**config.mk**
```make
export PLATFORM = sky130hd
export DESIGN_NAME = data_mem_if
export DESIGN_NICKNAME = d
export VERILOG_FILES = /design/src/rtl/riscv_pkg.sv /design/src/rtl/store_lane_gen.sv /design/src/rtl/data_mem_if.sv
export SDC_FILE = /design/constraint.sdc
export NUM_CORES = 1
export LEC_CHECK = 0
export ABC_AREA = 1
export BUFFER_PORTS_ARGS = -buffer_cell sky130_fd_sc_hd__buf_4
export CAP_MARGIN = 20
export CORE_MARGIN = 2
export CORE_UTILIZATION = 43
export DETAILED_ROUTE_END_ITERATION = 10
export PLACE_DENSITY = 0.85
export SLEW_MARGIN = 25
export SYNTH_ARGS = -nofsm -noshare
export SYNTH_HDL_FRONTEND = slang
export SYNTH_HIERARCHICAL = 1
export SYNTH_SLANG_ARGS = --single-unit
```
**constraint.sdc**
```tcl
create_clock -name clk_in -period 3.19 [get_ports clk_in]
set_clock_uncertainty 0.15 [all_clocks]
set_input_delay 0.4785 -clock clk_in [delete_from_list [all_inputs] [get_ports clk_in]]
set_output_delay 0.4785 -clock clk_in [all_outputs]
set_load 0.02 [all_outputs]
```
**src/rtl/riscv_pkg.sv**
```systemverilog
// Shared encodings for the data-memory bus interface: transfer sizes,
// AHB transfer types and the bus FSM states.
package riscv_pkg;

  localparam logic [1:0] SZ_BYTE = 2'b00;
  localparam logic [1:0] SZ_HALF = 2'b01;
  localparam logic [1:0] SZ_WORD = 2'b10;

  localparam logic [1:0] HTRANS_IDLE   = 2'b00;
  localparam logic [1:0] HTRANS_NONSEQ = 2'b10;

  typedef enum logic [1:0] {
    IDLE = 2'b00,
    ADDR = 2'b01,
    DATA = 2'b10,
    ERR  = 2'b11
  } mem_state_t;

  // The reserved size encoding 2'b11 is handled as a word access everywhere.
  function automatic logic [1:0] norm_size(input logic [1:0] size);
    return (size == 2'b11) ? SZ_WORD : size;
  endfunction

endpackage

```
**src/rtl/store_lane_gen.sv**
```systemverilog
// Store byte-lane generator: replicates store data across the 32-bit bus,
// builds the byte strobe and flags accesses that are not naturally aligned.
module store_lane_gen
  import riscv_pkg::*;
(
  input  logic [1:0]  size,
  input  logic [1:0]  addr_lo,
  input  logic [31:0] rs2,
  output logic [31:0] hwdata,
  output logic [3:0]  mask,
  output logic        misaligned
);

  // Lane replication, strobe and alignment check per access size.
  always_comb begin
    // NOTE: every output gets a default before the case so no path can infer a latch.
    hwdata     = rs2;
    mask       = 4'b1111;
    misaligned = 1'b0;
    case (norm_size(size))
      SZ_BYTE: begin
        hwdata = {4{rs2[7:0]}};
        mask   = 4'b0001 << addr_lo;
      end
      SZ_HALF: begin
        hwdata     = {2{rs2[15:0]}};
        mask       = addr_lo[1] ? 4'b1100 : 4'b0011;
        misaligned = addr_lo[0];
      end
      default: begin
        misaligned = |addr_lo;
      end
    endcase
  end

endmodule

```
**src/rtl/data_mem_if.sv**
```systemverilog
// Data-memory bus interface: turns one load/store request into a single
// AHB-Lite transfer, returns load data / error status and stalls upstream.
module data_mem_if
  import riscv_pkg::*;
#(
  parameter int          ADDR_WIDTH = 32,
  parameter logic [3:0]  HPROT_VAL  = 4'b0001
) (
  input  logic                  clk_in,
  input  logic                  rst_in,
  input  logic                  mem_req_in,
  input  logic                  mem_wr_in,
  input  logic                  flush_in,
  input  logic [ADDR_WIDTH-1:0] iadder_in,
  input  logic [31:0]           rs2_in,
  input  logic [1:0]            mem_size_in,
  output logic [ADDR_WIDTH-1:0] haddr_out,
  output logic [1:0]            htrans_out,
  output logic                  hwrite_out,
  output logic [2:0]            hsize_out,
  output logic [3:0]            hprot_out,
  output logic [31:0]           hwdata_out,
  output logic [3:0]            wr_mask_out,
  input  logic                  hready_in,
  input  logic                  hresp_in,
  input  logic [31:0]           hrdata_in,
  output logic [31:0]           dmdata_out,
  output logic                  ahb_resp_out,
  output logic                  misaligned_out,
  output logic                  stall_out
);

  mem_state_t  state, state_nxt;
  logic        accept;
  logic [31:0] lane_data;
  logic [3:0]  lane_mask;
  logic        lane_misaligned;

  store_lane_gen u_lanes (
    .size       (mem_size_in),
    .addr_lo    (iadder_in[1:0]),
    .rs2        (rs2_in),
    .hwdata     (lane_data),
    .mask       (lane_mask),
    .misaligned (lane_misaligned)
  );

  assign hprot_out = HPROT_VAL;

  // Next-state and stall decode; stall drops in the completion cycle.
  always_comb begin
    state_nxt = state;
    accept    = 1'b0;
    stall_out = 1'b0;
    case (state)
      IDLE: begin
        accept = mem_req_in & ~flush_in & ~lane_misaligned;
        if (accept) begin
          state_nxt = ADDR;
          stall_out = 1'b1;
        end
      end
      ADDR: begin
        stall_out = 1'b1;
        if (hready_in) state_nxt = DATA;
      end
      DATA: begin
        stall_out = ~hready_in;
        if (hready_in)     state_nxt = IDLE;
        else if (hresp_in) state_nxt = ERR;
      end
      ERR: begin
        stall_out = 1'b1;
        if (hready_in) state_nxt = IDLE;
      end
      default: state_nxt = IDLE;
    endcase
  end

  // FSM state register; reset abandons any in-flight transfer.
  always_ff @(posedge clk_in or posedge rst_in) begin
    // NOTE: sequential state uses non-blocking assignments so all flops update together.
    if (rst_in) state <= IDLE;
    else        state <= state_nxt;
  end

  // Bus attribute, load-result and status registers.
  always_ff @(posedge clk_in or posedge rst_in) begin
    if (rst_in) begin
      haddr_out      <= '0;
      htrans_out     <= HTRANS_IDLE;
      hwrite_out     <= 1'b0;
      hsize_out      <= 3'b000;
      hwdata_out     <= '0;
      wr_mask_out    <= 4'b0000;
      dmdata_out     <= '0;
      ahb_resp_out   <= 1'b0;
      misaligned_out <= 1'b0;
    end else begin
      misaligned_out <= (state == IDLE) & mem_req_in & ~flush_in & lane_misaligned;
      // Attributes are captured once and held until the next accepted request.
      if (accept) begin
        haddr_out   <= iadder_in;
        hwrite_out  <= mem_wr_in;
        hsize_out   <= {1'b0, norm_size(mem_size_in)};
        wr_mask_out <= mem_wr_in ? lane_mask : 4'b0000;
        hwdata_out  <= lane_data;
        htrans_out  <= HTRANS_NONSEQ;
      end else if (state == ADDR && hready_in) begin
        htrans_out <= HTRANS_IDLE;
      end
      // A late error seen together with hready still reports as an error.
      if (state == DATA && hready_in) begin
        ahb_resp_out <= hresp_in;
        if (!hresp_in && !hwrite_out) dmdata_out <= hrdata_in;
      end
      if (state == ERR && hready_in) ahb_resp_out <= 1'b1;
    end
  end

endmodule

```
==> flow_summary.json <==
{
  "status": "completed",
  "setup_viol": 0,
  "rsz0062_at_grt": "false",
  "area_delta_synth_final_pct": 34.9,
  "cp_cell_sequence": "buf_4 > nor2_8 > a21oi_2 > inv_1 > nand3_1 > nand2_1 > and2_1 > buf_4",
  "worstReg2RegStart": "state[1]",
  "drc": 0,
  "synth_area_leaders": "dfrtp_1 54%, nand2_1 23%, buf_6 3.6%, nand3_2 3.4%, inv_1 3.3%",
  "reg2reg_to": "haddr_out[10]",
  "cts-root-buf": "clkbuf_16",
  "crit_buf_inv": 3,
  "critPathTopFamily": "buffers and inverters",
  "synth_compound_area_frac": 0.0555,
  "initial_utilization": 0.438,
  "synth-simple-area-share": 0.285,
  "fmax_mhz": 447,
  "wl_per_cell_um": 13.8,
  "synth_mux_area_frac": 0,
  "worst_pin_slew_ns": 0.679,
  "yosysUniqueCellTypes": 29,
  "powerDensity_nw_per_um2": 939,
  "yosys.area_share.adder": 0,
  "syn_area_per_cell_sq_um": 8.57,
  "num-fill-cells": 1033,
  "drtIter0Drc": 282,
  "placedCellCount": 900,
  "tns_ns": 0,
  "synth_top_family_by_area": "simple AND/OR/NAND/NOR gates",
  "gr-total-overflow": 0,
  "fin_crit_sh": 0.702,
  "worstSetupEndpoint": "stall_out",
  "core_area_sq_um": 11400,
  "r2r.worst_path.cells": 5,
  "cts.sinks": 108,
  "dieWidth_um": 112,
  "cp.arrival_ns": 1.61,
  "crit_path_frequent_cell": "buf_4",
  "final_layout_size_suffix_gt1_frac": 0.340,
  "synth_top_area_frac": 0.543,
  "setup_slack_ns": 0.950,
  "syn_area_sq_um": 4980,
  "cts.clk_slew.worst_paths_ns": 0.07,
  "vias": 4278,
  "final_common_cell": "nand2_1",
  "clk_latency_ns": 0.33,
  "fin_nets": 873,
  "grt_pass1_vias": 4075,
  "drv_cap": 0,
  "hold_viol": 0,
  "hpwl_um": 9130,
  "slew_violations": 0,
  "whs_ns": 0.114,
  "worst_setup_path_start_kind": "input port",
  "synth_xor_xnor_area_share": 0,
  "ioPinCount": 218,
  "final_area_sq_um": 6720,
  "crit_start": "mem_size_in[1]",
  "portBuffers": 211,
  "cts_max_level": 3,
  "slowest_delay_ns": 0.31,
  "hold_path_class": "input port to async pin",
  "cp_slowest_cell": "buf_4",
  "crit_required_ns": 2.56,
  "crit_path_end_kind": "output pin",
  "dieArea_sq_um": 12500,
  "grt_pass1_wl_um": 20700,
  "vias_per_cell": 4.67,
  "period_minus_slack_ns": 2.24,
  "power_mw": 6.31,
  "cts_setup_buffers": 0,
  "mostFrequentLayoutCells": "300 x nand2_1, 213 x buf_4, 108 x dfrtp_1, 43 x inv_1, 29 x o21ai_1",
  "drt_first_pass_iters": 4,
  "cts_tree": "yes",
  "crit_cells": 8,
  "grt_max_degree": 109,
  "place_area_sq_um": 6410,
  "drt-total-wl_um": 12600,
  "antennaDiodeCount": 0,
  "tritoncts.num_buffers": 9,
  "dp_slack_ns": 0.752,
  "gr-usage-all-layers": 0.206,
  "rrSetupSlack_ns": 1.25,
  "seq_area_frac_synth": 0.543,
  "synth_top_area_cell": "dfrtp_1",
  "path_class": "input port to output pin",
  "p_leak_nw": 3.86,
  "clock_path_buffers": 2,
  "cts_hold_repair.buffers": 0,
  "antenna_found_initial": 0,
  "routabilityCongestion": 0.774,
  "ys_ff_latch": 108,
  "synthesis.instances": 581,
  "vdd_drop_max_uv": 559,
  "dieHeight_um": 112,
  "final_cells": 916,
  "postRouteAntennaNets": 0,
  "path_max_fanout": 28,
  "finalCoreUtilization": 0.591,
  "relSlewSlack": 0.548,
  "fp-row-count": 39,
  "ys_warn_count": 6,
  "cts.repair.resized": 0
}
==> registers in the layout, indices dropped and copies added (netlist names) <==
| name | cells |
|---|---|
| dmdata_out | 32 |
| hsize_out | 2 |
| misaligned_out | 1 |
| htrans_out | 1 |
| hwrite_out | 1 |
| ahb_resp_out | 1 |
| hwdata_out | 32 |
| wr_mask_out | 4 |
| haddr_out | 32 |
| state | 2 |
==> final cells by class <==
class                   count  area, sq um  share of cell area
clock buffers              10          239              0.0356
well taps                 143          179              0.0266
clock inverters             6         68.8              0.0102
multi-input cells         389         1720               0.257
flip-flops and latches    108         2700               0.402
inverters                  46          184              0.0274
repair buffers            214         1620               0.241
==> logic make-up (layout without fill, tap and decap cells) <==
group / count (synthesis) / after routing
other: 2 / 6
flip-flops: 108 / 108
AO/OA/AOI/OAI: 50 / 50
AND/OR/NAND/NOR: 333 / 333
buffers and inverters: 88 / 276
==> synthesized netlist by cell type (all sizes together) <==
cell,count
and3,1
nor2,8
inv,46
nor4,1
a21oi,2
and2,1
dfrtp,108
nand3,21
buf,37
o21ai,48
nand2,301
clkbuf,5
conb,2
==> worst min path at each step <==
stage	from	endpoint	slack [ns]	depth (start not counted)
after global routing	rst_in	dmdata_out[13]	0.15	3
after global placement	htrans_out[1]	htrans_out[1]	0.31	2
after detailed placement	htrans_out[1]	htrans_out[1]	0.31	2
final	rst_in	haddr_out[4]	0.11	3
after floorplan	state[1]	state[1]	0.35	2
after CTS	flush_in	misaligned_out	0.16	2
==> worst register-to-register path, cell delays in order (launching register included) <==
cell	delay (ns)
dfrtp_1	0.41
nor2_2	0.21
nand3_4	0.28
inv_4	0.56
nand2_1	0.17
nand2_1	0.10
==> metal layers <==
metal / GRT usage / vias to the layer above / routed length [um]
li1: - / 2114 / -
met1: 0.280 / 1973 / 5460
met2: 0.328 / 180 / 5940
met3: 0.0593 / 11 / 1060
met4: 0.0543 / 0 / 168
met5: 0 / - / 0
==> where the power goes <==
group          total, mW  internal [mW]  switching (mW)  leakage [nW]
clock network       1.15          0.638           0.508         0.150
logic               2.79           1.18            1.61          2.35
registers           2.37           1.99           0.374          1.36
Power figures use the tool's default switching activity.
